===== config.mk =====
export PLATFORM = sky130hd
export DESIGN_NAME = mem_wb_stage
export DESIGN_NICKNAME = d
export VERILOG_FILES = /design/src/rtl/mem_wb_stage.sv
export SDC_FILE = /design/constraint.sdc
export NUM_CORES = 1
export LEC_CHECK = 0
export ABC_CLOCK_PERIOD_IN_PS = 30600
export BUFFER_PORTS_ARGS = -buffer_cell sky130_fd_sc_hd__buf_2
export CAP_MARGIN = 20
export CORE_UTILIZATION = 45
export DETAILED_ROUTE_END_ITERATION = 7
export SYNTH_ARGS = -nofsm -noshare
export SYNTH_HDL_FRONTEND = slang
export SYNTH_SLANG_ARGS = --single-unit

===== constraint.sdc =====
create_clock -name clock -period 30.6 [get_ports clock]
set_input_delay 3.06 -clock clock [delete_from_list [all_inputs] [get_ports clock]]
set_output_delay 3.06 -clock clock [all_outputs]
set_load 0.02 [all_outputs]

===== src/rtl/mem_wb_stage.sv =====
// MEM/WB pipeline stage: 32 x 20-bit data memory, load/store handling and
// the MEM/WB output register. Loads take two cycles (stall, then write-back);
// every other instruction passes through in one cycle.
module mem_wb_stage (
  input  logic        clock,
  input  logic        reset,
  input  logic [19:0] instruction,
  input  logic [19:0] aluRESULT,
  input  logic [19:0] dataRFOut2,
  output logic        stall,
  output logic        wbEnable,
  output logic [3:0]  wbDest,
  output logic [19:0] wbData,
  output logic [19:0] instructionWB
);

  typedef enum logic [0:0] {
    IDLE      = 1'b0,
    LOAD_WAIT = 1'b1
  } state_t;

  localparam int MEM_WORDS = 32;

  state_t state_reg, state_next;

  // MEM/WB register and its next-state values
  logic        wb_enable_reg, wb_enable_next;
  logic [3:0]  wb_dest_reg,   wb_dest_next;
  logic [19:0] wb_data_reg,   wb_data_next;
  logic [19:0] instr_wb_reg,  instr_wb_next;

  // Pending-load holding registers, captured on the stall edge
  logic [19:0] rdata_reg;
  logic [3:0]  load_dest_reg;
  logic [19:0] load_instr_reg;
  logic        load_latch;

  // Data memory; cleared by reset, so it is kept in flops
  logic [19:0] mem_reg [MEM_WORDS];
  logic        mem_we;

  logic [3:0] opcode;
  logic [4:0] addr;
  logic       is_nop, is_ld, is_st, is_ctrl, is_alu;

  assign opcode  = instruction[19:16];
  assign addr    = aluRESULT[4:0];
  assign is_nop  = (opcode == 4'h0);
  assign is_ld   = (opcode == 4'h1);
  assign is_st   = (opcode == 4'h2);
  assign is_ctrl = opcode[3];
  assign is_alu  = !(is_nop || is_ld || is_st || is_ctrl);

  assign wbEnable      = wb_enable_reg;
  assign wbDest        = wb_dest_reg;
  assign wbData        = wb_data_reg;
  assign instructionWB = instr_wb_reg;

  // FSM state register
  always_ff @(posedge clock or posedge reset) begin
    if (reset) begin
      state_reg <= IDLE;
    end else begin
      state_reg <= state_next;
    end
  end

  // Next-state, stall and MEM/WB next values
  always_comb begin
    state_next     = state_reg;
    stall          = 1'b0;
    mem_we         = 1'b0;
    load_latch     = 1'b0;
    wb_enable_next = wb_enable_reg;
    wb_dest_next   = wb_dest_reg;
    wb_data_next   = wb_data_reg;
    instr_wb_next  = instr_wb_reg;
    case (state_reg)
      IDLE: begin
        if (is_ld) begin
          // Hold upstream for one cycle; push a bubble into WB meanwhile.
          // Reset forces IDLE, and stall must stay low while it is held.
          stall          = !reset;
          state_next     = LOAD_WAIT;
          load_latch     = 1'b1;
          wb_enable_next = 1'b0;
          wb_data_next   = 20'h0;
          instr_wb_next  = 20'h0;
        end else if (is_alu) begin
          wb_enable_next = 1'b1;
          wb_dest_next   = instruction[15:12];
          wb_data_next   = aluRESULT;
          instr_wb_next  = instruction;
        end else begin
          // NOP, ST and control: no register write
          mem_we         = is_st;
          wb_enable_next = 1'b0;
          wb_dest_next   = instruction[15:12];
          wb_data_next   = 20'h0;
          instr_wb_next  = instruction;
        end
      end
      LOAD_WAIT: begin
        // Inputs still carry the held LD and are ignored here
        state_next     = IDLE;
        wb_enable_next = 1'b1;
        wb_dest_next   = load_dest_reg;
        wb_data_next   = rdata_reg;
        instr_wb_next  = load_instr_reg;
      end
      default: begin
        state_next = IDLE;
      end
    endcase
  end

  // MEM/WB output register
  always_ff @(posedge clock or posedge reset) begin
    if (reset) begin
      wb_enable_reg <= 1'b0;
      wb_dest_reg   <= 4'h0;
      wb_data_reg   <= 20'h0;
      instr_wb_reg  <= 20'h0;
    end else begin
      wb_enable_reg <= wb_enable_next;
      wb_dest_reg   <= wb_dest_next;
      wb_data_reg   <= wb_data_next;
      instr_wb_reg  <= instr_wb_next;
    end
  end

  // Capture the load's read data and destination on the stall edge
  always_ff @(posedge clock or posedge reset) begin
    if (reset) begin
      rdata_reg      <= 20'h0;
      load_dest_reg  <= 4'h0;
      load_instr_reg <= 20'h0;
    end else if (load_latch) begin
      rdata_reg      <= mem_reg[addr];
      load_dest_reg  <= instruction[15:12];
      load_instr_reg <= instruction;
    end
  end

  // Data memory write port; a store at edge N is visible to a load at N+1
  always_ff @(posedge clock or posedge reset) begin
    if (reset) begin
      for (int i = 0; i < MEM_WORDS; i++) begin
        mem_reg[i] <= 20'h0;
      end
    end else if (mem_we) begin
      mem_reg[addr] <= dataRFOut2;
    end
  end

endmodule


# Word level (Yosys, flattened, before mapping)
# Index checks and enable logic that the tools add are counted.
# op_classes
add_sub_neg	0
multipliers	0
n_div	0
order_cmp	2
n_eq_ne	3
n_shift	0
muxes	24
n_bitwise	2
n_reduce_logical	6
# op_table
cell	n
$bwmux 640	1
$mux 20	6
$bmux 20 s5	1
$demux 20 s5	1
$pmux 20 s2	2
$mux 1	9
$pmux 4 s2	1
$ge 6x6->1 const B	1
$lt 6x1->1 const B	1
$not 5->6	1
$eq 4x1->1 const B	1
$eq 4x2->1 const B	1
$logic_not 4->1	1
$mux 4	1
$pmux 1 s2	2
$logic_or 1x1->1	3
$ne 2x2->1 const B	1
$logic_and 1x1->1	1
$logic_not 1->1	1
$not 1->1	1
# word_totals
register_bits	730
latch_bits	0
ram_bits	0
mem_bits_ro	0
input_bits	62
elab_cells	77
mem_count	0

# Depth between registers and ports, before layout
# Gate-level depths: netlist of run 1.
# depth
word_depth	7
depth_mapped	9

# Least setup slack after synthesis of run 1
# Ideal clock, no wire load.
# synth_timing
kind	input-to-output
from	input instruction[18]
to	output stall
t_arrival_ps	4043
required_time_ps	27540
slack_ps	23497
cell_stages	5
path_buffers	2
cell_sequence	nor3_2 nand3b_1 clkbuf_1 buf_1 nor2_1
# synth_via
elab_chain_len	3
# synth_rtl
item	line	text
start, declared	7	input logic [19:0] instruction,
$eq 4x1->1	49	assign is_ld = (opcode == 4'h1);
$mux 1	80	if (is_ld) begin
$mux 1	78	case (state_reg)
end, declared	10	output logic stall,
# No other way between the ends.

# Final worst setup path of run 1
# Same ends and word-level chain as after synthesis.

==> metrics.txt, run 1 <==
largest net degree at the start of global routing between 150 and 200; fmax between 100 and 150 MHz; H-tree level count 3; Seq/Total Area, Yosys 56.1%; required time of the critical path between 20000 and 30000 ps; Synth Instances around 2.3k; critical path class primary input to output pin; synthesized flop and latch total ~730; Pwr Total around 2.2 mW; mean post-synth cell area about 14 um^2; Die Span X approximately 270 um; TNS Setup 0 ps; WL final 88.5 mm; final hold slack 463 ps; Final Hold Viols 0; CTS tree yes; min-delay worst type register to register; Num Clock Sinks between 700 and 800; CTS root buf clkbuf_16; number of cell rows 97; fin nets between 2k and 2.5k; Synth top cells by count 726 x dfrtp_1, 643 x mux2_2, 204 x mux2i_1; Most used DFF post-synth dfrtp_1; Avg WL per Cell roughly 27 um; core footprint just over 0.07 mm^2; final instance area 0.0363 mm^2; Syn Std Cell Area ~0.032 mm^2; DRT antenna net count 0; Residual DRC 0; min Tclk post-route slightly above 7000 ps; Worst-Margin Slew 1180 ps; post-CTS setup buffers 0; final setup vio count 0; DRT Pass-1 Iters 5; die span in y between 200 and 300 um; critical path launch point type primary input; crit-path cells buf_2 -> nor3_2 -> nand3b_1 -> buf_4 -> nor2_1 -> buf_2; Worst R2R Path Depth 7; RR Endpoint mem_reg[331]; Total GRT Usage 24.5%; Synthesized Nets 2345; max-slew violation count 0; slowest library cell on the worst path buf_4; Async S/R FF share, synth between 90% and 100%; routability cong. 0.773; Skew-Pair Late Insertion Delay between 600 and 700 ps; post-synth top area share approximately 56%; Area Growth Syn to Fin 12.1%; Synth area leader dfrtp_1; flop-to-flop setup slack 26900 ps; library cells used by synthesis 52; DR iter-0 viols between 1.5k and 2k; clock slew at reported path FFs roughly 60 ps; most common cell in the netlist dfrtp_1; number of global-route vias before repair a little over 20k; Post-synth EDFFs 0; total grt overflow 0; Critical Path AT between 4000 and 5000 ps; reg-to-reg startpoint state_reg; status finished clean; Hold Path End load_instr_reg[16]; Fillers 5990; Max VDD drop approximately 0.041 mV; crit-path max FO 40; Most common cell on crit path buf_2; synth top area cells dfrtp_1 56%, mux2_2 22%, mux2i_1 6.3%; CTS max path bufs 3; slowest stage delay, CP about 320 ps; synth warn 0; die area approximately 0.073 mm^2; DP Wirelength 52.2 mm; pwr/cell area approximately 60 mW/mm^2; type of destination of the critical path output pin; leakage power 17.8 nW; placed instance area between 0.03 and 0.04 mm^2; CTS Buf Count between 70 and 80; count of cells resized by post-cts repair 0; utilization after layout approximately half; # IOs about 110; cts hold-fix bufs 0; startpoint of the worst hold path load_instr_reg[16]; RSZ-0062 raised after global routing no; share of cells above drive strength 1 between 40 and 50%; first-pass GRT wire length between 100 and 150 mm; max_slew headroom approximately 21%; vias per cell roughly 5.9; max reg flops 640; crit share post-route a little under a quarter; MaxCap Viol Count 0; starting density of the core a little under half; Clock Skews 27.0 ps; hold-critical path depth 1; via count between 15k and 20k; antenna violations before repair 4; PortBufs 107
cells by family (layout without fill, tap and decap cells):
kind of cell / after synthesis / count (layout) / synth area share, %
AO/OA/AOI/OAI: 198 / 198 / 4.08
buffers and inverters: 216 / 297 / 3.27
flip-flops: 726 / 726 / 56.1
multiplexers: 907 / 907 / 32.9
other: 0 / 2 / 0
AND/OR/NAND/NOR: 236 / 236 / 3.65
per-layer routing:
metal | global-route usage, % | vias to the layer above | wire (um)
li1 | - | 8390 | -
met5 | 0 | - | 0
met2 | 38.9 | 506 | 41900
met1 | 34.0 | 10500 | 39500
met3 | 4.04 | 153 | 4260
met4 | 9.08 | 0 | 2820
area by class of cell:
class	count	area, um^2	area share (%)
Antenna cell	2	5.00	0.0138
Multi-Input combinational cell	1341	13200	36.5
Sequential cell	726	18200	50.1
Clock inverter	18	263	0.724
Inverter	2	15.0	0.0414
Clock buffer	117	2390	6.60
Timing Repair Buffer	160	1020	2.81
Tap cell	940	1180	3.24
stage by stage:
stage / setup WS, ps / std cells
3_3_place_gp: 23360 / 3166
4_1_cts: 23340 / 3302
2_1_floorplan: 7170 / 2283
3_5_place_dp: 23340 / 3167
5_1_grt: 23270 / 3305
6_report: 23370 / 3306
layout by cell type (no fill, tap or decap), types with 8 or more instances in the layout:
cell type	netlist	final
buf_4	20	49
o21ai_0	27	27
nand2_1	105	99
a221oi_1	14	14
a22oi_1	11	11
clkinv_2	0	8
nor2_2	0	13
a22o_1	21	21
nor2_1	44	29
clkbuf_8	0	21
dfrtp_1	726	725
buf_2	96	105
mux2_2	643	643
a31oi_1	13	13
mux4_2	60	60
mux2i_1	204	204
a21oi_1	15	15
or4_1	15	15
nor3_1	14	11
clkbuf_16	0	82
o22ai_1	83	83
clkbuf_1	86	14
critical path, delay by kind of cell:
family,cells,cell delay (ps)
buf+inv,3,630
simple gates,3,470
worst max-delay path by stage:
stage                                from          endpoint  slack (ps)  depth (start not counted)
final                     instruction[18]             stall       23370                          6
after global routing      instruction[18]             stall       23270                          6
after CTS                 instruction[18]             stall       23340                          6
after detailed placement  instruction[18]             stall       23340                          6
after global placement    instruction[18]             stall       23360                          6
after floorplan                     reset  instructionWB[0]        7170                          1
where the power goes:
group / switching, mW / total [mW] / leakage, nW / internal (mW)
combinational: 0.0929 / 0.160 / 6.56 / 0.0675
clock: 0.381 / 0.970 / 1.31 / 0.589
sequential: 0.0265 / 1.04 / 9.90 / 1.01
total: 0.500 / 2.17 / 17.8 / 1.67
No activity file was read; power rests on OpenSTA's default activity.
==> inputs of run 2 (changes only) <==
--- a/config.mk
+++ b/config.mk
@@ -5,7 +5,7 @@
 export SDC_FILE = /design/constraint.sdc
 export NUM_CORES = 1
 export LEC_CHECK = 0
-export ABC_CLOCK_PERIOD_IN_PS = 30600
+export ABC_CLOCK_PERIOD_IN_PS = 7500
 export BUFFER_PORTS_ARGS = -buffer_cell sky130_fd_sc_hd__buf_2
 export CAP_MARGIN = 20
 export CORE_UTILIZATION = 45
==> constraint.sdc (replaced) <==
create_clock -name clock -period 7.5 [get_ports clock]
set_input_delay 0.75 -clock clock [delete_from_list [all_inputs] [get_ports clock]]
set_output_delay 0.75 -clock clock [all_outputs]
set_load 0.02 [all_outputs]
==> run 2 against run 1 <==
  * Cell count grew 0.30%
  * Clock skew decreased by 3.1 ps
  * Via count is 0.38% higher
  * Worst hold slack worse by 270 ps
  * Routed wire length increased by 0.31%
  * Critical path depth rose by 1
  * Die area unchanged
  * Critical endpoint is now mem_reg[322]
==> metrics.txt, run 2 (same netlist as run 1, synthesis figures left out) <==
slowest library cell on the worst path nor2_2; DRT antenna net count 0 (unchanged); Die Span X 270 um (unchanged); Residual DRC 0 (unchanged); Num Clock Sinks 726 (unchanged); Inserted Diodes 0 (-2); first-pass GRT wire length 135 mm (+1.1%); flop-to-flop setup slack 3810 ps (-23090 ps); number of global-route vias before repair 20.6k (+1.2%); Skew-Pair Late Insertion Delay 620 ps (about the same); Most common cell on crit path buf_4; Avg WL per Cell 26.8 um (about the same); switching pwr 2.08 mW (+320%); pwr/cell area 246 mW/mm^2 (+310%); Place WS 3470 ps (-19870 ps); largest net degree at the start of global routing 181 (-8.1%); H-tree level count 3 (unchanged); cts hold-fix bufs 0 (unchanged); routability cong. 0.803 (+3.9%); core footprint 0.0706 mm^2 (unchanged); CTS tree yes; status finished clean; crit-path max FO 64 (+60%); type of destination of the critical path register; share of cells above drive strength 1 43.3% (-0.093 points); TNS Setup 0 ps (unchanged); clock slew at reported path FFs 60 ps (about the same); MaxCap Viol Count 0 (unchanged); DP Wirelength 54.4 mm (+4.2%); min Tclk post-route roughly 3700 ps; commonest non-fill, non-tap cell in the layout dfrtp_1; Cell Int Power 6.86 mW (+310%); max reg flops 640 (unchanged); dpl cells 3172 (+0.16%); die span in y 270 um (unchanged); die area 0.0730 mm^2 (unchanged); crit-path cells buf_4 -> nor3_2 -> and3b_2 -> nand3_2 -> nor2_2 -> buf_4 -> mux2_2; Worst-Margin Slew 1160 ps (-13.4 ps); fmax 271 MHz; DRT Pass-1 Iters 6 (+1); RSZ-0062 raised after global routing no; fin nets 2377 (+0.25%); via count 19.6k (+0.38%); WL final 88.8 mm (+0.31%); crit share post-route approximately half; final instance area 0.0364 mm^2 (+0.23%); placed instance area 0.0336 mm^2 (+0.17%); Critical Path AT 4180 ps (about the same); commonest cells after routing, fill and taps aside 725 x dfrtp_1, 643 x mux2_2, 204 x mux2i_1; starting density of the core 45.8% (unchanged); max-slew violation count 0 (unchanged); Max VDD drop 0.165 mV (+300%); DR iter-0 viols 1275 (-15%); combinational share of power 7.4% (about the same); post-CTS setup buffers 0 (unchanged); final setup vio count 0 (unchanged); min-delay worst type primary input to asynchronous set/reset pin; critical path class register to register; number of cell rows 97 (unchanged); slowest stage delay, CP 990 ps (+670 ps); required time of the critical path 7990 ps (-19550 ps); PortBufs 107 (unchanged); Sw Ratio 23.2% (+0.19 points); Clk network pwr share 45.1% (+0.4 points); vias per cell 5.91 (about the same); max_slew headroom 22.2% (+0.71 points); leakage power 17.8 nW (+0.20%); Final Hold Viols 0 (unchanged); utilization after layout 51.5% (+0.12 points); Clock Skews 23.9 ps (-3.09 ps); CTS Buf Count 80 (+2.6%); CTS max path bufs 3 (unchanged); Area Growth Syn to Fin 12.4%; Total GRT Usage 24.6% (+0.083 points); critical path launch point type register; Final WS setup 3810 ps (-19560 ps); # IOs 108 (unchanged); antenna violations before repair 2 (-2); total grt overflow 0 (unchanged); CTS root buf clkbuf_16; count of cells resized by post-cts repair 0 (unchanged); Reg power frac 47.4% (-0.5 points); Final Non-Filler Cells 3316 (+0.30%)
==> run 2: cell count changes in the layout (fill, tap and decap cells not counted), sizes merged <==
cell and change:
clkinv +1, buf +4, clkinvlp +3, diode -2, clkbuf +2, inv +1
bufinv +1
==> run 2: final cells by class <==
cell class | count | area, um^2
Tap cell | 940 | 1180
Clock buffer | 119 | 2400
Sequential cell | 726 | 18200
Timing Repair Buffer | 164 | 1070
Fill cell | 5989 | 34300
Inverter | 2 | 11.3
Multi-Input combinational cell | 1341 | 13200
Clock inverter | 24 | 315
==> run 2: metal layers <==
| layer | up-vias | global-route usage, % | part of all wire [%] |
|---|---|---|---|
| li1 | 8394 | - | - |
| met1 | 10500 | 33.6 | 44 |
| met2 | 525 | 40.0 | 48 |
| met3 | 150 | 4.59 | 5.4 |
| met4 | 0 | 7.39 | 2.9 |
| met5 | - | 0 | 0 |
==> run 2: final timing paths <==
check | startpoint | endpoint | depth (start not counted)
worst max-delay path | state_reg | mem_reg[322] | 7
worst min-delay path | reset | load_instr_reg[6] | 2
worst max register to register | state_reg | mem_reg[322] | 7
worst min register to register | load_instr_reg[16] | load_instr_reg[16] | 1
max in group asynchronous | reset | mem_reg[47] | 4
min in group clock | aluRESULT[10] | wbData[10] | 2
==> run 2: power by group through the flow <==
| stage | sequential, mW | clock, mW | combinational [mW] |
|---|---|---|---|
| floorplan | 4.30 | 0 | 0.461 |
| global placement | 4.30 | 0 | 0.652 |
| detailed placement | 4.31 | 0 | 0.670 |
| CTS | 4.24 | 4.11 | 0.671 |
| global route | 4.26 | 4.27 | 0.724 |
| finish | 4.24 | 4.04 | 0.664 |
==> run 2: per-stage QoR <==
stage | hold slack [ps] | power (mW)
final | 196 | 8.94
after detailed placement | 452 | 4.98
after global routing | 213 | 9.25
after floorplan | 435 | 4.76
after global placement | 449 | 4.95
after CTS | 181 | 9.03
==> run 2: worst max-delay path: cells and delay by family (launching register included) <==
| kind | cells | cell delay [ps] |
|---|---|---|
| buffers and inverters | 2 | 820 |
| DFF | 1 | 380 |
| muxes | 1 | 380 |
| and+or+nand+nor | 4 | 1960 |
